## src/rtl/cve2_gpio_in.sv

```systemverilog
// cve2_gpio_in: board input peripheral for the CVE2 SoC.
//   Synchronizes and debounces gpio_i, latches rising (and optionally falling)
//   edge events, exposes them over a req/gnt/rvalid data-bus slave and raises
//   a level interrupt for enabled events.
// Ports:
//   clk, rst          system clock, synchronous active-high reset
//   gpio_i            asynchronous board inputs
//   req_i/we_i        bus request / write strobe (gnt_o = req_i)
//   addr_i[3:2]       0 DATA (ro), 1 RISE (w1c), 2 IRQ_EN (rw), 3 FALL (w1c)
//   be_i/wdata_i      byte enables / write data
//   rvalid_o/rdata_o  one-cycle response; rdata_o is 0 outside read responses
//   irq_o             |(rise & irq_en) [| |(fall & irq_en)]
// Optional feature: define CVE2_GPIO_FALL_EDGE_EN to build the FALL register.

// Per-input synchronizer, debounce counter and edge pulses.
module cve2_gpio_in_lane #(
  parameter int unsigned DEBOUNCE_CYCLES = 100000
) (
  input  logic clk,
  input  logic rst,
  input  logic gpio_i,
  output logic stable_o,
  output logic rise_o,
  output logic fall_o
);
  localparam int unsigned CNT_W = (DEBOUNCE_CYCLES > 1) ? $clog2(DEBOUNCE_CYCLES) : 1;
  localparam logic [CNT_W-1:0] CNT_MAX = CNT_W'(DEBOUNCE_CYCLES - 1);

  logic             sync1_q, sync2_q;
  logic             stable_q, stable_d;
  logic [CNT_W-1:0] cnt_q, cnt_d;

  always_comb begin
    stable_d = stable_q;
    cnt_d    = cnt_q + 1'b1;
    if (sync2_q == stable_q) begin
      cnt_d = '0;
    end else if (cnt_q == CNT_MAX) begin
      stable_d = sync2_q;
      cnt_d    = '0;
    end
  end

  always_ff @(posedge clk) begin
    if (rst) begin
      sync1_q  <= 1'b0;
      sync2_q  <= 1'b0;
      stable_q <= 1'b0;
      cnt_q    <= '0;
    end else begin
      sync1_q  <= gpio_i;
      sync2_q  <= sync1_q;
      stable_q <= stable_d;
      cnt_q    <= cnt_d;
    end
  end

  // Edge pulses are taken from stable_d so the event flop sets on the same
  // edge that stable changes; this is what lets set beat a coincident W1C.
  assign stable_o = stable_q;
  assign rise_o   = stable_d & ~stable_q;
  assign fall_o   = ~stable_d & stable_q;
endmodule

module cve2_gpio_in #(
  parameter int unsigned N_INPUTS        = 4,
  parameter int unsigned DEBOUNCE_CYCLES = 100000
) (
  input  logic                clk,
  input  logic                rst,
  input  logic [N_INPUTS-1:0] gpio_i,
  input  logic                req_i,
  input  logic                we_i,
  input  logic [3:0]          addr_i,
  input  logic [3:0]          be_i,
  input  logic [31:0]         wdata_i,
  output logic                gnt_o,
  output logic                rvalid_o,
  output logic [31:0]         rdata_o,
  output logic                irq_o
);
  localparam logic [1:0] A_DATA = 2'd0;
  localparam logic [1:0] A_RISE = 2'd1;
  localparam logic [1:0] A_EN   = 2'd2;
  localparam logic [1:0] A_FALL = 2'd3;

  logic [N_INPUTS-1:0] stable, rise_set, fall_set;
  logic [N_INPUTS-1:0] rise_q, rise_d, en_q, en_d;
  logic [31:0]         wmask, rd_val, rdata_q;
  logic [N_INPUTS-1:0] wbits;
  logic                wr_acc, rd_acc, rvalid_q;

  for (genvar i = 0; i < N_INPUTS; i++) begin : g_lane
    cve2_gpio_in_lane #(.DEBOUNCE_CYCLES(DEBOUNCE_CYCLES)) u_lane (
      .clk      (clk),
      .rst      (rst),
      .gpio_i   (gpio_i[i]),
      .stable_o (stable[i]),
      .rise_o   (rise_set[i]),
      .fall_o   (fall_set[i])
    );
  end

  assign wmask  = {{8{be_i[3]}}, {8{be_i[2]}}, {8{be_i[1]}}, {8{be_i[0]}}};
  assign wbits  = wdata_i[N_INPUTS-1:0] & wmask[N_INPUTS-1:0];
  assign wr_acc = req_i & we_i;
  assign rd_acc = req_i & ~we_i;

`ifdef CVE2_GPIO_FALL_EDGE_EN
  logic [N_INPUTS-1:0] fall_q, fall_d;
`endif

  always_comb begin
    en_d = en_q;
    if (wr_acc && addr_i[3:2] == A_EN) en_d = (en_q & ~wmask[N_INPUTS-1:0]) | wbits;
    // Set is OR-ed after the clear so a coincident event wins.
    rise_d = rise_q;
    if (wr_acc && addr_i[3:2] == A_RISE) rise_d = rise_q & ~wbits;
    rise_d = rise_d | rise_set;
`ifdef CVE2_GPIO_FALL_EDGE_EN
    fall_d = fall_q;
    if (wr_acc && addr_i[3:2] == A_FALL) fall_d = fall_q & ~wbits;
    fall_d = fall_d | fall_set;
`endif
  end

  always_comb begin
    rd_val = '0;
    case (addr_i[3:2])
      A_DATA: rd_val = 32'(stable);
      A_RISE: rd_val = 32'(rise_q);
      A_EN:   rd_val = 32'(en_q);
`ifdef CVE2_GPIO_FALL_EDGE_EN
      A_FALL: rd_val = 32'(fall_q);
`endif
      default: rd_val = '0;
    endcase
  end

  always_ff @(posedge clk) begin
    if (rst) begin
      rise_q   <= '0;
      en_q     <= '0;
      rvalid_q <= 1'b0;
      rdata_q  <= '0;
`ifdef CVE2_GPIO_FALL_EDGE_EN
      fall_q   <= '0;
`endif
    end else begin
      rise_q   <= rise_d;
      en_q     <= en_d;
      rvalid_q <= req_i;
      rdata_q  <= rd_acc ? rd_val : '0;
`ifdef CVE2_GPIO_FALL_EDGE_EN
      fall_q   <= fall_d;
`endif
    end
  end

  assign gnt_o    = req_i;
  assign rvalid_o = rvalid_q;
  assign rdata_o  = rdata_q;

`ifdef CVE2_GPIO_FALL_EDGE_EN
  assign irq_o = |(rise_q & en_q) | |(fall_q & en_q);
  logic unused_bits;
  assign unused_bits = ^{wdata_i, wmask, addr_i[1:0]};
`else
  assign irq_o = |(rise_q & en_q);
  logic unused_bits;
  assign unused_bits = ^{wdata_i, wmask, addr_i[1:0], fall_set};
`endif
endmodule

```

## config.mk

```make
export PLATFORM = sky130hd
export DESIGN_NAME = cve2_gpio_in
export DESIGN_NICKNAME = d
export VERILOG_FILES = /design/src/rtl/cve2_gpio_in.sv
export SDC_FILE = /design/constraint.sdc
export NUM_CORES = 1
export LEC_CHECK = 0
export CAP_MARGIN = 15
export CORE_ASPECT_RATIO = 1.75
export CORE_MARGIN = 2
export CORE_UTILIZATION = 47
export DETAILED_ROUTE_END_ITERATION = 10
export GPL_TIMING_DRIVEN = 0
export HOLD_SLACK_MARGIN = 0.15
export PLACE_DENSITY = 0.74
export REMOVE_ABC_BUFFERS = 1
export SYNTH_ARGS = -nofsm -noshare
export SYNTH_HDL_FRONTEND = slang
export SYNTH_SLANG_ARGS = --single-unit
export TNS_END_PERCENT = 10
```

## constraint.sdc

```tcl
create_clock -name clk -period 1.7 [get_ports clk]
set_input_delay 0.34 -clock clk [delete_from_list [all_inputs] [get_ports clk]]
set_output_delay 0.34 -clock clk [all_outputs]
set_load 0.01 [all_outputs]
```

==> impl_metrics.tcl <==
set metrics [dict create \
    status "finished, violations left" \
    failed_checks "negative setup slack" \
    wl_um 8400 \
    setup_viol 4 \
    grt_max_degree 26 \
    power_frac_clock_pct 44.3 \
    cp_max_fo 5 \
    cts_buffers 9 \
    critPathLaunchType "flip-flop" \
    ctsHoldBuffers 0 \
    yosys_warnings 0 \
    htreeDepth 3 \
    setup_ws_ns -0.0471 \
    clock_latency_ns 0.34 \
    yosysTopAreaCellShare_pct 43.6 \
    worst_clock_skew_ns 0.00550 \
    avgSynthCellArea_um2 8.85 \
    tightest_slew_ns 0.562 \
    num-fill-cells 769 \
    ys_top_cells_by_count "dfxtp_1 (93), nor2_1 (87), xnor2_1 (44), buf_4 (32), nand3_1 (26)" \
    die_h_um 130 \
    fin_util_pct 56.9 \
    hold_viol_final 0 \
    layout_min_cycle_time_ns 1.75 \
    vias 3337 \
    arrival_ns 2.00 \
    clockBufferDepth 2 \
    seq_power_share_pct 52.4 \
    via_per_inst 5.18 \
    area_growth_syn_to_layout_pct 19.0 \
    final_cell_area_um2 5080 \
    seq_area_frac_synth_pct 43.6 \
    drc_errors 0 \
    instances_no_fill 644 \
    slew_headroom_pct 62.6 \
    drtIter0Drc 133 \
    finalCritPeriodShare_pct 103 \
    netlist_top_cells_area "dfxtp_1 (44%), xnor2_1 (9.0%), nor2_1 (7.7%)" \
    cts.sinks 93 \
    grt_first_pass_wirelength_um 13200 \
    drtAntennaViolNets 0 \
    drv_slew 0 \
    start_util_pct 47.8 \
    hold_ws_ns 0.436 \
    grtUsageTotal_pct 16.4 \
    cts_root_buf "clkbuf_16" \
    p_comb_share_pct 3.3 \
    rsz0062_at_grt "yes" \
    synth_most_common_cell "dfxtp_1" \
    hold_class "flip-flop to flip-flop" \
    clk_pin_slew_ns 0.06 \
    required_ns 1.96 \
    cts_tree "done" \
    antenna_found_initial 0 \
    core_area_um2 8920 \
    rr_startpoint "g_lane[2].u_lane.cnt_q[0]" \
    hpwl_um 5400 \
    p_sw_share_pct 20.1 \
    final_nets 574 \
    reg2reg_setup_slack_ns -0.05 \
    place_area_um2 4430 \
    max-vdd-ir-drop_mv 0.511 \
    p_per_area_nw_per_um2 826 \
    io_buffers 21 \
    worstRegToRegCells 7 \
    synth-seq-cells 93 \
    wl_per_cell_um 13.0 \
    crit_type "flip-flop to flip-flop" \
    postSynthCellCount 482 \
    num_io_pins 83 \
    grt_pass1_vias 3165 \
    ys_types 42 \
    die_w_um 76.0 \
    critPathCaptureType "flip-flop" \
    dr.pass1.iters 4 \
    setup_tns_ns -0.0547 \
    drv_cap 0 \
    rows 46 \
    synth-edff-count 0 \
    gp_congestion 0.803 \
    p_leak_nw 1.60 \
    syn_area_um2 4270 \
    synth_top_area_cell "dfxtp_1" \
    grt_overflow 0 \
    async_flop_share_pct 0 \
    crit_end "g_lane[2].u_lane.cnt_q[12]" \
    synth_flop_cell "dfxtp_1" \
    diodes 0 \
    max_freq_mhz 572 \
    p_sw_mw 0.843 \
    drive_above_1_share_pct 17.0 \
    r2r-end "g_lane[2].u_lane.cnt_q[12]" \
    internal-power_mw 3.35 \
    die_area_um2 9890 \
    place_inst 608 \
    cp-startpoint "g_lane[2].u_lane.cnt_q[0]" \
]
-- sequential cells by signal, summed over array words and instances (netlist names), named ones only --
name	cells
g_lane.u_lane.cnt_q	68
g_lane.u_lane.stable_o	4
g_lane.u_lane.sync1_q	4
g_lane.u_lane.sync2_q	4
rdata_o	4
rise_q	4
rvalid_o	1
-- layout make-up --
cell class,instances,area (um^2),share of cell area [%]
repair buffers,41,369,7.27
well taps,120,150,2.96
clock inverters,3,40.0,0.788
flip-flops and latches,93,1890,37.3
multi-input cells,364,2350,46.3
inverters,13,48.8,0.961
clock buffers,10,229,4.51
-- critical path, cell delays in order (launching register included) --
cell and delay, ns:
dfxtp_2 0.34, ha_4 0.17, nand4_1 0.13, buf_6 0.15
nor4_4 0.04, buf_4 0.16, or3_2 0.52, nor2_1 0.15
-- worst min-delay path by stage --
stage / slack (ns) / endpoint / startpoint / cells after the start
3_5_place_dp: 0.42 / g_lane[0].u_lane.sync2_q / g_lane[0].u_lane.sync1_q / 1
2_1_floorplan: 0.41 / g_lane[0].u_lane.stable_o / rst / 1
4_1_cts: 0.44 / g_lane[0].u_lane.sync2_q / g_lane[0].u_lane.sync1_q / 1
3_3_place_gp: 0.42 / g_lane[1].u_lane.sync2_q / g_lane[1].u_lane.sync1_q / 1
5_1_grt: 0.45 / g_lane[1].u_lane.sync2_q / g_lane[1].u_lane.sync1_q / 1
6_report: 0.44 / g_lane[0].u_lane.sync2_q / g_lane[0].u_lane.sync1_q / 1
-- through the flow --
stage	setup WS [ns]	power, mW
global route	-0.104	4.36
global placement	-0.646	2.38
finish	-0.0471	4.20
floorplan	-0.101	2.31
CTS	-0.0389	4.25
detailed placement	-0.709	2.38
-- power groups by stage --
stage	logic, mW	clock network, mW	registers (mW)
2_1_floorplan	0.0622	0	2.25
3_3_place_gp	0.125	0	2.25
3_5_place_dp	0.127	0	2.25
4_1_cts	0.131	1.92	2.20
5_1_grt	0.152	2.00	2.20
6_report	0.137	1.86	2.20
-- placed cells by master, fill, tap and decap left out, types with 13 or more instances in the layout --
cell             instances
nor2_1                  82
clkdlybuf4s50_1         18
nand3_1                 23
inv_1                   13
dfxtp_1                 75
conb_1                  28
nand4_1                 21
xor2_1                  14
dfxtp_2                 15
nand2_1                 18
a21oi_1                 15
nor4_1                  14
xnor2_1                 44
buf_4                   18
-- cells by family after synthesis --
family / synth area share (%)
AOI/OAI and AO/OA: 3.75
xor gates and xnor gates: 11.9
adders and majority gates: 1.17
buffers and inverters: 8.06
DFF: 43.6
muxes: 2.58
other: 0.0879
and+or+nand+nor: 28.8
-- routing by layer --
layer  global-route usage [%]  routed length, um  vias up  part of all wire [%]
li1                         -                  -     1676                     -
met1                     16.1               3320     1570                    39
met2                     30.3               4500       71                    54
met3                     4.15                311       20                   3.7
met4                     11.2                270        0                   3.2
met5                        0                  0        -                     0
-- what timing repair did --
item                                    CTS  global route
pin swaps                                15            22
gates resized for setup                  25            38
cloned                                    0             3
endpoints found under the setup margin   74            73
buffers inserted                          4            16
Power figures use the tool's default switching activity.
